==> src/rtl/vow_mem_pkg.sv <==
// Shared encodings for the vOW memory-sharing blocks: operation codes and arbiter FSM states.
package vow_mem_pkg;

  localparam logic OP_READ  = 1'b0;
  localparam logic OP_WRITE = 1'b1;

  typedef enum logic {
    ST_CLEAR,
    ST_RUN
  } arb_state_e;

endpackage

==> src/rtl/single_port_mem.sv <==
// Single-port synchronous RAM with a registered read port, shaped to map onto one M20K.
module single_port_mem #(
  parameter int unsigned WIDTH = 8,
  parameter int unsigned DEPTH = 64,
  parameter int unsigned INIT  = 0,
  parameter              FILE  = "",
  localparam int unsigned AW   = $clog2(DEPTH)
) (
  input  logic             clock,
  input  logic             wr_en,
  input  logic [AW-1:0]    address,
  input  logic [WIDTH-1:0] data,
  output logic [WIDTH-1:0] q
);

  logic [WIDTH-1:0] mem [DEPTH];

  // No preload path in this build; contents are established by the owner (e.g. a clear sweep).
  if ((INIT != 0) || (FILE != "")) begin : g_preload_unsupported
  end

  always_ff @(posedge clock) begin
    if (wr_en) begin
      mem[address] <= data;
    end
    q <= mem[address];
  end

endmodule

==> src/rtl/spm_arbiter.sv <==
// Round-robin arbiter sharing one single_port_mem between NUM_REQ requesters, with an
// optional zero-fill sweep after reset and 1-cycle read responses tagged by requester.
module spm_arbiter
  import vow_mem_pkg::*;
#(
  parameter int unsigned  NUM_REQ        = 2,
  parameter int unsigned  WIDTH          = 8,
  parameter int unsigned  DEPTH          = 64,
  parameter int unsigned  CLEAR_ON_RESET = 1,
  localparam int unsigned AW             = $clog2(DEPTH),
  localparam int unsigned IDW            = (NUM_REQ > 1) ? $clog2(NUM_REQ) : 1
) (
  input  logic                     clock,
  input  logic                     rst_n,
  input  logic [NUM_REQ-1:0]       req_valid,
  input  logic [NUM_REQ-1:0]       req_wr,
  input  logic [NUM_REQ*AW-1:0]    req_addr,
  input  logic [NUM_REQ*WIDTH-1:0] req_data,
  output logic [NUM_REQ-1:0]       req_ready,
  output logic                     rsp_valid,
  output logic [IDW-1:0]           rsp_id,
  output logic [WIDTH-1:0]         rsp_data,
  output logic                     init_done
);

  arb_state_e       state_q, state_d;
  logic [AW-1:0]    clr_cnt_q;
  logic [IDW-1:0]   last_grant_q;
  logic [IDW-1:0]   grant_id;
  logic             grant;
  logic             rsp_valid_q;
  logic [IDW-1:0]   rsp_id_q;
  logic             init_done_q;
  logic             mem_wr_en;
  logic [AW-1:0]    mem_addr;
  logic [WIDTH-1:0] mem_data;

  // Nearest valid requester after `last` wins; scanning far-to-near lets the nearest overwrite.
  function automatic logic [IDW-1:0] rr_pick(input logic [NUM_REQ-1:0] valid,
                                             input logic [IDW-1:0]     last);
    logic [IDW-1:0] pick;
    int             idx;
    pick = last;
    for (int k = int'(NUM_REQ); k > 0; k--) begin
      idx = (int'(last) + k) % int'(NUM_REQ);
      if (valid[idx]) pick = IDW'(idx);
    end
    return pick;
  endfunction

  always_comb begin
    state_d   = state_q;
    grant_id  = rr_pick(req_valid, last_grant_q);
    grant     = 1'b0;
    req_ready = '0;
    mem_wr_en = 1'b0;
    mem_addr  = clr_cnt_q;
    mem_data  = '0;
    unique case (state_q)
      ST_CLEAR: begin
        mem_wr_en = 1'b1;
        if (clr_cnt_q == AW'(DEPTH - 1)) state_d = ST_RUN;
      end
      ST_RUN: begin
        if (|req_valid) begin
          grant               = 1'b1;
          req_ready[grant_id] = 1'b1;
          mem_wr_en           = req_wr[grant_id];
          mem_addr            = req_addr[grant_id*AW +: AW];
          mem_data            = req_data[grant_id*WIDTH +: WIDTH];
        end
      end
      default: state_d = ST_RUN;
    endcase
  end

  always_ff @(posedge clock) begin
    if (!rst_n) begin
      state_q      <= (CLEAR_ON_RESET != 0) ? ST_CLEAR : ST_RUN;
      clr_cnt_q    <= '0;
      last_grant_q <= IDW'(NUM_REQ - 1);
      rsp_valid_q  <= 1'b0;
      rsp_id_q     <= '0;
      init_done_q  <= (CLEAR_ON_RESET == 0);
    end else begin
      state_q     <= state_d;
      init_done_q <= (state_d == ST_RUN);
      rsp_valid_q <= grant && (req_wr[grant_id] == OP_READ);
      if (state_q == ST_CLEAR) clr_cnt_q <= clr_cnt_q + 1'b1;
      if (grant) begin
        last_grant_q <= grant_id;
        rsp_id_q     <= grant_id;
      end
    end
  end

  single_port_mem #(
    .WIDTH (WIDTH),
    .DEPTH (DEPTH),
    .INIT  (0),
    .FILE  ("")
  ) u_mem (
    .clock   (clock),
    .wr_en   (mem_wr_en),
    .address (mem_addr),
    .data    (mem_data),
    .q       (rsp_data)
  );

  assign rsp_valid = rsp_valid_q;
  assign rsp_id    = rsp_id_q;
  assign init_done = init_done_q;

endmodule
==> config.mk <==
export PLATFORM = sky130hd
export DESIGN_NAME = spm_arbiter
export DESIGN_NICKNAME = d
export VERILOG_FILES = /design/src/rtl/vow_mem_pkg.sv /design/src/rtl/single_port_mem.sv /design/src/rtl/spm_arbiter.sv
export SDC_FILE = /design/constraint.sdc
export NUM_CORES = 1
export LEC_CHECK = 0
export ABC_AREA = 1
export BUFFER_PORTS_ARGS = -buffer_cell sky130_fd_sc_hd__buf_2
export CORE_AREA = 2 2 263 265
export CTS_CLUSTER_DIAMETER = 120
export DETAILED_ROUTE_END_ITERATION = 8
export DIE_AREA = 0 0 265 267
export MAX_ROUTING_LAYER = met4
export PLACE_DENSITY_LB_ADDON = 0.2
export SETUP_SLACK_MARGIN = 0.3
export SYNTH_ARGS = -nofsm -noshare
export SYNTH_HDL_FRONTEND = slang
export SYNTH_SLANG_ARGS = --single-unit
==> constraint.sdc <==
create_clock -name clock -period 2.95 [get_ports clock]
set_input_delay 0.1475 -clock clock [delete_from_list [all_inputs] [get_ports clock]]
set_output_delay 0.1475 -clock clock [all_outputs]
set_load 0.1 [all_outputs]
==> impl_metrics.env, run 1 <==
export IMPL_hold_viol_final=0
export IMPL_cp_end_kind="flop"
export IMPL_numCtsBuffers=57
export IMPL_clock_skew_final_ns=0.0208
export IMPL_power_density_nw_per_um2=597
export IMPL_clock_path_buffers=3
export IMPL_syn_inst=2329
export IMPL_num_fill_cells=6608
export IMPL_peakVddDrop_mv=0.420
export IMPL_ys_warn_count=0
export IMPL_synth_most_common_cell="nand2_1"
export IMPL_hold_path_class="input port to flop"
export IMPL_vias=17200
export IMPL_die_height_um=267
export IMPL_ys_top_cells_by_area="edfxtp_1, nand2_1, nand4_1"
export IMPL_synth_top_family_by_area="simple AND/OR/NAND/NOR gates"
export IMPL_grt_max_degree=129
export IMPL_gp_congestion=0.847
export IMPL_syn_area_um2=23500
export IMPL_reg2reg_from="last_grant_q"
export IMPL_grt_total_usage_pct=19.9
export IMPL_finalCritPeriodShare_pct=85.8
export IMPL_synth_seq_cells=530
export IMPL_maxCapViolations=0
export IMPL_final_antenna_net_count=0
export IMPL_routed_wl_um=70200
export IMPL_hpwl_um=39900
export IMPL_std_cell_rows=96
export IMPL_grt_pass1_wl_um=105000
export IMPL_drtPass1Iterations=6
export IMPL_cp_endpoint="u_mem.mem[8][0]"
export IMPL_htreeDepth=2
export IMPL_io_buffers=46
export IMPL_status="completed"
export IMPL_die_x_um=265
export IMPL_setup_tns_ns=0
export IMPL_power_uw=16500
export IMPL_synth_edf_count=512
export IMPL_synth_fp_nets=2364
export IMPL_cp_start_kind="flop"
export IMPL_placeableCoreArea_um2=68000
export IMPL_cts_tree="done"
export IMPL_crit_fanout=21
export IMPL_synthTopCellsByCount="nand2_1, edfxtp_1, nand4_1, nor2_1, buf_2"
export IMPL_dieArea_um2=70800
export IMPL_syn_area_per_cell_um2=10.1
export IMPL_rsz0062_at_grt="yes"
export IMPL_synth_top_area_share_pct=65.3
export IMPL_max_freq_mhz=395
export IMPL_setup_viol=0
export IMPL_synth_xor_area_share_pct=0
export IMPL_antenna_found_initial=0
export IMPL_worstRegToRegCells=13
export IMPL_diodes=0
export IMPL_drive_gt1_share_pct=13.3
export IMPL_setup_ws_ns=0.419
export IMPL_drt_first_iter_violations=1623
export IMPL_yosys_area_top_type="edfxtp_1"
export IMPL_path_clk_slew_ns=0.06
export IMPL_initial_core_util_pct=34.6
export IMPL_design_area_um2=27600
export IMPL_reg2reg_slack_ns=0.42
export IMPL_yosysSeqAreaShare_pct=66.9
export IMPL_async_flop_share_pct=0
export IMPL_synthSimpleGateAreaFrac_pct=28.6
export IMPL_leakage_uw=0.0117
export IMPL_dp_slack_ns=0.139
export IMPL_worstPathArrival_ns=2.86
export IMPL_synthFlopType="edfxtp_1"
export IMPL_min_period_ns=2.53
export IMPL_synth_mux_area_share_pct=0
export IMPL_tightestPinTransition_ns=0.693
export IMPL_cts_root_buf="clkbuf_16"
export IMPL_drt_wirelength_per_cell_um=21.0
export IMPL_vias_per_cell=5.15
export IMPL_synth_compound_area_share_pct=0.936
export IMPL_critical_path_class="flop to flop"
export IMPL_synthDistinctLibCells=32
export IMPL_crit_start="last_grant_q"
export IMPL_clk_latency_ns=0.63
export IMPL_clock_sinks=530
export IMPL_maxSlewHeadroom_pct=53.8
export IMPL_grt_pass1_vias=17100
export IMPL_required_ns=3.28
export IMPL_place_area_um2=25300
export IMPL_gr_total_overflow=0
export IMPL_synth_fa_ha_area_share_pct=0.0532
export IMPL_rr_endpoint="u_mem.mem[8][0]"
export IMPL_area_delta_synth_final_pct=17.1
export IMPL_drc=0
export IMPL_maxSlewViolCount=0
export IMPL_nNetsFinal=2446
export IMPL_io_pins=47
==> report_power, final <==
group | leakage (uW) | internal, uW | switching [uW] | total (uW)
Combinational | 0.00542 | 365 | 988 | 1350
Clock | 0.000880 | 3920 | 2960 | 6870
Sequential | 0.00536 | 8190 | 32.0 | 8230
==> how the worst min path moves through the flow <==
stage	startpoint	end	slack [ns]	cells after the start
floorplan	rst_n	last_grant_q	0.25	1
global placement	rst_n	last_grant_q	0.42	2
detailed placement	rst_n	last_grant_q	0.42	2
CTS	req_valid[1]	rsp_valid	0.12	5
global route	req_valid[1]	rsp_valid	0.21	5
finish	req_valid[1]	rsp_valid	0.16	5
==> flip-flops by register name, indices dropped and copies added (netlist names) <==
name and cells:
u_mem.mem 512, u_mem.q 8, clr_cnt_q 6, init_done 1
last_grant_q 1, rsp_id 1, rsp_valid 1
==> through the flow <==
step / cells / util (%) / hold WS, ns
CTS: 3324 / 40.0 / 0.122
detailed placement: 3209 / 37.3 / 0.424
finish: 3341 / 40.5 / 0.163
global route: 3341 / 40.5 / 0.209
floorplan: 2329 / - / 0.246
global placement: 3209 / 37.3 / 0.424
==> kinds of logic (layout without fill, tap and decap cells) <==
group / count (synthesis) / count (layout)
simple gates: 1584 / 1584
buf+inv: 185 / 315
compound gates: 29 / 29
flops: 530 / 530
fa+ha+maj: 1 / 1
==> routing by layer <==
layer / vias up / track usage, % / share of wire [%]
li1: 8166 / - / -
met1: 8469 / 26.7 / 45
met2: 470 / 32.3 / 48
met3: 104 / 2.51 / 5.0
met4: 0 / 4.79 / 1.9
met5: - / - / 0
==> repair_timing <==
action / in CTS / in global routing
gates resized for setup: 11 / 32
gates cloned: 0 / 3
hold endpoints to repair: 10 / 0
endpoints found under the setup margin: 152 / 368
buffers inserted: 2 / 14
pin swaps: 2 / 3
hold buffers: 6 / 0
==> cells in the final DEF (no fill, tap or decap), types with 10 or more instances in the layout <==
master / Yosys / layout
buf_12: 0 / 21
clkbuf_16: 0 / 61
buf_2: 71 / 46
clkbuf_1: 60 / 18
nand4_1: 256 / 256
buf_4: 6 / 95
edfxtp_1: 512 / 512
nor2_4: 2 / 19
clkinv_2: 0 / 13
dfxtp_1: 18 / 17
nor2_1: 86 / 60
inv_1: 16 / 15
nand2_1: 1215 / 1214
inv_2: 13 / 10
==> area by class of cell <==
class / instances / area (um2) / area share, %
Clock buffer: 81 / 1590 / 5.76
Clock inverter: 26 / 199 / 0.722
Inverter: 30 / 126 / 0.459
Multi-Input combinational cell: 1614 / 7190 / 26.1
Sequential cell: 530 / 15700 / 57.1
Tap cell: 882 / 1100 / 4.00
Timing Repair Buffer: 178 / 1620 / 5.87
==> critical path, cell delays in order (launching register included) <==
cell	delay, ns
dfxtp_1	0.34
inv_1	0.07
nand2_1	0.16
nand2_2	0.08
or2_1	0.21
nand2_1	0.11
nor2_4	0.08
inv_4	0.15
buf_12	0.19
nand4_1	0.15
buf_4	0.19
buf_4	0.14
nor2_1	0.16
buf_4	0.22
Power figures use the tool's default switching activity.
==> run 2: changes to the inputs <==
--- a/config.mk
+++ b/config.mk
@@ -13,6 +13,7 @@
 export DIE_AREA = 0 0 265 267
 export MAX_ROUTING_LAYER = met4
 export PLACE_DENSITY_LB_ADDON = 0.2
+export RECOVER_POWER = 100
 export SETUP_SLACK_MARGIN = 0.3
 export SYNTH_ARGS = -nofsm -noshare
 export SYNTH_HDL_FRONTEND = slang
==> constraint.sdc (replaced) <==
create_clock -name clock -period 2.8 [get_ports clock]
set_input_delay 0.14 -clock clock [delete_from_list [all_inputs] [get_ports clock]]
set_output_delay 0.14 -clock clock [all_outputs]
set_load 0.1 [all_outputs]
==> impl_metrics.env, run 2 (synthesized netlist as in run 1, its figures left out) <==
export IMPL_clock_sinks=530
export IMPL_multi_input_area_um2=7070
export IMPL_crit_start="last_grant_q"
export IMPL_dp_slack_ns=0.116
export IMPL_hpwl_um=38100
export IMPL_rsz0062_at_grt="yes"
export IMPL_final_cell_mix="nand2_1, edfxtp_1, nand4_1"
export IMPL_nNetsFinal=2454
export IMPL_combPwrFrac_pct=8.4
export IMPL_grt_pass1_wl_um=103000
export IMPL_reg2reg_from="last_grant_q"
export IMPL_cts_tree="done"
export IMPL_setup_viol=0
export IMPL_gp_congestion=0.861
export IMPL_peakVddDrop_mv=0.478
export IMPL_seqPwrFrac_pct=48.7
export IMPL_p_int_uw=13500
export IMPL_diodes=0
export IMPL_drt_wirelength_per_cell_um=21.1
export IMPL_path_clk_slew_ns=0.06
export IMPL_area_delta_synth_final_pct=17.2
export IMPL_rr_endpoint="u_mem.mem[54][6]"
export IMPL_required_ns=3.13
export IMPL_max_stage_delay_ns=0.32
export IMPL_register_area_um2=15700
export IMPL_io_buffers=46
export IMPL_drt_first_iter_violations=1387
export IMPL_final_antenna_net_count=0
export IMPL_grt_pass1_vias=16900
export IMPL_grt_max_degree=148
export IMPL_power_density_nw_per_um2=647
export IMPL_io_pins=47
export IMPL_p_sw_uw=4310
export IMPL_cp_endpoint="u_mem.mem[54][6]"
export IMPL_cp_start_kind="flop"
export IMPL_htreeDepth=2
export IMPL_initial_core_util_pct=34.6
export IMPL_die_x_um=265
export IMPL_num_fill_cells=6618
export IMPL_largest_registers="u_mem.mem: 512 flops, u_mem.q: 8 flops, clr_cnt_q: 6 flops"
export IMPL_tightestPinTransition_ns=1.22
export IMPL_reg2reg_slack_ns=0.18
export IMPL_status="completed"
export IMPL_min_period_ns=2.62
export IMPL_regMostFlops="u_mem.mem"
export IMPL_placeableCoreArea_um2=68000
export IMPL_drtPass1Iterations=5
export IMPL_path_cells="a21oi_1 > nand2_1 > inv_4 > a21oi_4 > clkbuf_4 > nor3_2 > inv_1 > nor2_1 > buf_4"
export IMPL_numCtsBuffers=56
export IMPL_clockPowerShare_pct=42.9
export IMPL_vias_per_cell=5.18
export IMPL_gr_total_overflow=0
export IMPL_drc=0
export IMPL_finalCritPeriodShare_pct=93.7
export IMPL_cts_root_buf="clkbuf_16"
export IMPL_setup_ws_ns=0.176
export IMPL_crit_fanout=13
export IMPL_hold_viol_final=0
export IMPL_antenna_found_initial=1
export IMPL_dieArea_um2=70800
export IMPL_clock_path_buffers=3
export IMPL_setup_tns_ns=0
export IMPL_clk_latency_ns=0.63
export IMPL_worstPathArrival_ns=2.96
export IMPL_clock_skew_final_ns=0.0341
export IMPL_worstRegToRegCells=9
export IMPL_max_freq_mhz=381
export IMPL_grt_total_usage_pct=19.5
export IMPL_hold_path_class="input port to flop"
export IMPL_worst_path_max_delay_cell="dfxtp_1"
export IMPL_maxSlewHeadroom_pct=19.3
export IMPL_leakage_uw=0.0117
export IMPL_drive_gt1_share_pct=12.4
export IMPL_cp_end_kind="flop"
export IMPL_routed_wl_um=70700
export IMPL_worstHoldStart="req_valid[1]"
export IMPL_die_height_um=267
export IMPL_vias=17300
export IMPL_std_cell_rows=96
export IMPL_maxSlewViolCount=0
export IMPL_maxCapViolations=0
export IMPL_critical_path_class="flop to flop"
export IMPL_mostFrequentLayoutCell="nand2_1"
export IMPL_largest_reg_flops=512
export IMPL_swShare_pct=24.1
[run 2: cell types whose count changed in the layout (fill, tap and decap cells not counted), sizes merged]
cell / change
inv: +3
buf: -42
bufinv: +7
clkbuf: +32
clkinv: +6
clkinvlp: +1
[run 2: layer usage]
layer  vias up  routed length [um]  GRT usage, %
met5         -                   0             -
met2       457               33600          31.1
met3        92                3480          2.36
li1       8171                   -             -
met4         0                1520          5.12
met1      8619               32100          26.5
[run 2: what timing repair did]
action                                  4_1_cts  5_1_grt
endpoints found under the hold margin        10        0
pin swaps                                     0        5
setup buffers                                 2       13
endpoints found under the setup margin      234      336
hold buffers                                  6        0
gates resized for setup                      10       29
cloned                                        0        8
[run 2: layout make-up]
cell class	instances	area share [%]
well taps	882	4.00
inverters	30	0.445
flip-flops and latches	530	57.1
multi-input cells	1614	25.6
repair buffers	187	5.97
clock inverters	43	1.69
clock buffers	62	5.16
[run 2: power by group through the flow]
stage               logic, uW  registers [uW]  clock network, uW
detailed placement       1360            8850                  0
finish                   1490            8680               7660
floorplan                 750            8990                  0
global route             1620            8680               8120
CTS                      1370            8680               7810
global placement         1360            8850                  0
[run 2: critical path, delay by kind of cell (launching register included)]
kind / cells / cell delay (ns)
buffers and inverters: 4 / 0.86
AND/OR/NAND/NOR: 3 / 0.77
AO/OA/AOI/OAI: 2 / 0.40
flip-flops: 1 / 0.32
[run 2: per-stage QoR]
step	hold slack (ns)	cell area, um2	total power, uW	utilization, %	cells
2_1_floorplan	0.239	23600	9740	-	2329
3_3_place_gp	0.419	25400	10200	37.3	3214
3_5_place_dp	0.417	25400	10200	37.3	3214
4_1_cts	0.0692	27300	17900	40.2	3327
5_1_grt	0.157	27600	18400	40.6	3348
6_report	0.138	27600	17800	40.6	3348
[run 2: how the worst min path moves through the flow]
stage	depth (start not counted)	slack [ns]	to
after floorplan	1	0.24	last_grant_q
after global placement	2	0.42	last_grant_q
after detailed placement	2	0.42	last_grant_q
after CTS	3	0.07	u_mem.mem[50][5]
after global routing	5	0.16	rsp_valid
final	5	0.14	rsp_valid
==> run 3: changes to the inputs <==
--- a/config.mk
+++ b/config.mk
@@ -5,16 +5,16 @@
 export SDC_FILE = /design/constraint.sdc
 export NUM_CORES = 1
 export LEC_CHECK = 0
-export ABC_AREA = 1
 export BUFFER_PORTS_ARGS = -buffer_cell sky130_fd_sc_hd__buf_2
-export CORE_AREA = 2 2 263 265
+export CORE_AREA = 2 2 250 252
 export CTS_CLUSTER_DIAMETER = 120
 export DETAILED_ROUTE_END_ITERATION = 8
-export DIE_AREA = 0 0 265 267
+export DIE_AREA = 0 0 252 254
 export MAX_ROUTING_LAYER = met4
 export PLACE_DENSITY_LB_ADDON = 0.2
 export RECOVER_POWER = 100
 export SETUP_SLACK_MARGIN = 0.3
+export SKIP_CTS_REPAIR_TIMING = 1
 export SYNTH_ARGS = -nofsm -noshare
 export SYNTH_HDL_FRONTEND = slang
 export SYNTH_SLANG_ARGS = --single-unit
==> impl_metrics.env, run 3 <==
export IMPL_clock_path_buffers=3
export IMPL_placed_cells=2464
export IMPL_mostFrequentLayoutCell="edfxtp_1"
export IMPL_gr_total_overflow=0
export IMPL_yosysSeqAreaShare_pct=74.2
export IMPL_synthTopCellsByCount="edfxtp_1, nand2_1, nor2_1, mux2_2, a21oi_1"
export IMPL_synthDistinctLibCells=80
export IMPL_synth_top_area_share_pct=72.5
export IMPL_required_ns=3.29
export IMPL_clk_latency_ns=0.64
export IMPL_synth_fa_ha_area_share_pct=0.0590
export IMPL_synth_compound_area_share_pct=11.7
export IMPL_num_fill_cells=5285
export IMPL_setup_viol=48
export IMPL_htreeDepth=2
export IMPL_synth_top_family_by_area="compound AO/OA/AOI/OAI gates"
export IMPL_maxSlewViolCount=0
export IMPL_regMostFlops="u_mem.mem"
export IMPL_synth_mux_area_share_pct=5.30
export IMPL_drive_gt1_share_pct=41.0
export IMPL_hold_path_class="input port to flop"
export IMPL_grt_total_usage_pct=23.3
export IMPL_min_period_ns=3.05
export IMPL_max_freq_mhz=327
export IMPL_finalCritPeriodShare_pct=109
export IMPL_grt_pass1_vias=14100
export IMPL_cts_root_buf="clkbuf_16"
export IMPL_placeableCoreArea_um2=61300
export IMPL_final_cell_mix="edfxtp_1, buf_4, buf_12"
export IMPL_syn_area_um2=21200
export IMPL_ys_warn_count=0
export IMPL_setup_ws_ns=-0.254
export IMPL_maxCapViolations=0
export IMPL_routed_wl_um=74400
export IMPL_gp_congestion=0.868
export IMPL_initial_core_util_pct=34.6
export IMPL_reg2reg_slack_ns=-0.25
export IMPL_clock_skew_final_ns=0.0259
export IMPL_io_buffers=46
export IMPL_tightestPinTransition_ns=1.19
export IMPL_largest_registers="u_mem.mem: 512 flops, u_mem.q: 8 flops, clr_cnt_q: 6 flops"
export IMPL_dieArea_um2=64000
export IMPL_power_density_nw_per_um2=604
export IMPL_drc=0
export IMPL_synth_edf_count=512
export IMPL_std_cell_rows=91
export IMPL_path_clk_slew_ns=0.06
export IMPL_hold_viol_final=0
export IMPL_synth_seq_cells=530
export IMPL_critical_path_class="flop to flop"
export IMPL_synthFlopType="edfxtp_1"
export IMPL_die_x_um=252
export IMPL_nNetsFinal=1824
export IMPL_worstPathArrival_ns=3.55
export IMPL_synth_fp_nets=1377
export IMPL_vias_per_cell=5.59
export IMPL_drt_first_iter_violations=1637
export IMPL_grt_pass1_wl_um=103000
export IMPL_leakage_uw=0.0104
export IMPL_antenna_found_initial=2
export IMPL_area_delta_synth_final_pct=39.4
export IMPL_drt_wirelength_per_cell_um=28.4
export IMPL_diodes=0
export IMPL_ys_top_cells_by_area="edfxtp_1, mux2_2, mux2i_1"
export IMPL_finalNonFillerCells=2625
export IMPL_yosys_area_top_type="edfxtp_1"
export IMPL_cp_start_kind="flop"
export IMPL_synthSimpleGateAreaFrac_pct=6.63
export IMPL_syn_inst=1342
export IMPL_largest_reg_flops=512
export IMPL_rsz0062_at_grt="yes"
export IMPL_grt_max_degree=65
export IMPL_clock_sinks=530
export IMPL_async_flop_share_pct=0
export IMPL_cts_tree="done"
export IMPL_timing_hold_ws_ns=0.133
export IMPL_final_antenna_net_count=0
export IMPL_maxSlewHeadroom_pct=21.0
export IMPL_violations="negative setup slack"
export IMPL_crit_fanout=5
export IMPL_syn_area_per_cell_um2=15.8
export IMPL_synth_xor_area_share_pct=0.165
export IMPL_synth_most_common_cell="edfxtp_1"
export IMPL_drtPass1Iterations=6
export IMPL_die_height_um=254
export IMPL_cp_end_kind="flop"
export IMPL_io_pins=47
export IMPL_peakVddDrop_mv=0.440
export IMPL_hpwl_um=49600
export IMPL_status="complete, but fails checks"
export IMPL_vias=14700
export IMPL_numCtsBuffers=57
==> run 3: cell types whose count changed after synthesis, moves of 21 or more <==
cell      previous run  this run
and3_1               0        23
nand4_1            256         7
mux2i_1              0        41
a211oi_1             0        21
clkbuf_1            60        33
a22oi_1              0        43
a21oi_1              5        50
buf_2               71        33
mux2_2               0        54
nand3_1              2        31
o21ai_0              6        43
a221oi_1             0        37
nand2_1           1215        91
==> run 3: layer usage <==
metal  vias up  GRT usage, %  part of all wire [%]
li1       6358             -                     -
met1      7566          31.3                    43
met2       638          36.3                    47
met3       105          4.82                   8.3
met4         0          6.12                   2.1
met5         -             -                     0
==> run 3: cell families (layout without fill, tap and decap cells) <==
family                   Yosys count  in the layout
AO/OA/AOI/OAI                    328            328
XOR/XNOR                           4              4
adder cells (fa/ha/maj)            1              1
buffers and inverters             85            578
flip-flops                       530            530
multiplexers                     100            100
AND/OR/NAND/NOR                  294            294
==> run 3: final cells by class <==
| type | instances | area [um2] | area share (%) |
|---|---|---|---|
| repair buffers | 468 | 4940 | 16.7 |
| multi-input cells | 727 | 6080 | 20.6 |
| clock inverters | 26 | 211 | 0.715 |
| inverters | 5 | 18.8 | 0.0635 |
| well taps | 790 | 988 | 3.34 |
| flip-flops and latches | 530 | 15700 | 53.2 |
| clock buffers | 79 | 1580 | 5.34 |
==> run 3: worst max-delay path, stage by stage (launching register included) <==
cell and delay, ns:
dfxtp_2 0.32, buf_6 0.12, nor2b_4 0.17, o32a_4 0.24, buf_12 0.12, buf_12 0.10
a211oi_4 0.09, buf_4 0.18, buf_12 0.13, a22oi_1 0.27, nor3_1 0.11, buf_4 0.14
a311oi_1 0.23, o211ai_1 0.15, or4_1 0.54
==> run 3: where the power goes <==
group | leakage, uW | internal, uW | switching, uW
clock network | 0.000879 | 4120 | 3160
registers | 0.00508 | 8630 | 45.5
logic | 0.00443 | 808 | 1090
==> run 3: metrics by stage <==
stage          TNS [ns]  cell area [um2]  total power (uW)  worst slack, ns  util, %
4_1_cts          -39.80            28300             17800           -0.831     46.2
5_1_grt          -11.10            29600             18300           -0.365     48.3
2_1_floorplan     -7.19            21800              9620           -0.106        -
6_report          -2.18            29600             17900           -0.254     48.3
3_5_place_dp     -33.84            26500             10500           -0.808     43.3
3_3_place_gp     -32.32            26500             10500           -0.839     43.3
==> run 3: path summary, 6_finish.rpt <==
check,startpoint,cells after the start,to
setup / recovery,last_grant_q,14,u_mem.q[7]
hold / removal,req_valid[1],4,rsp_valid
setup reg to reg,last_grant_q,14,u_mem.q[7]
hold reg to reg,rsp_id,2,rsp_id
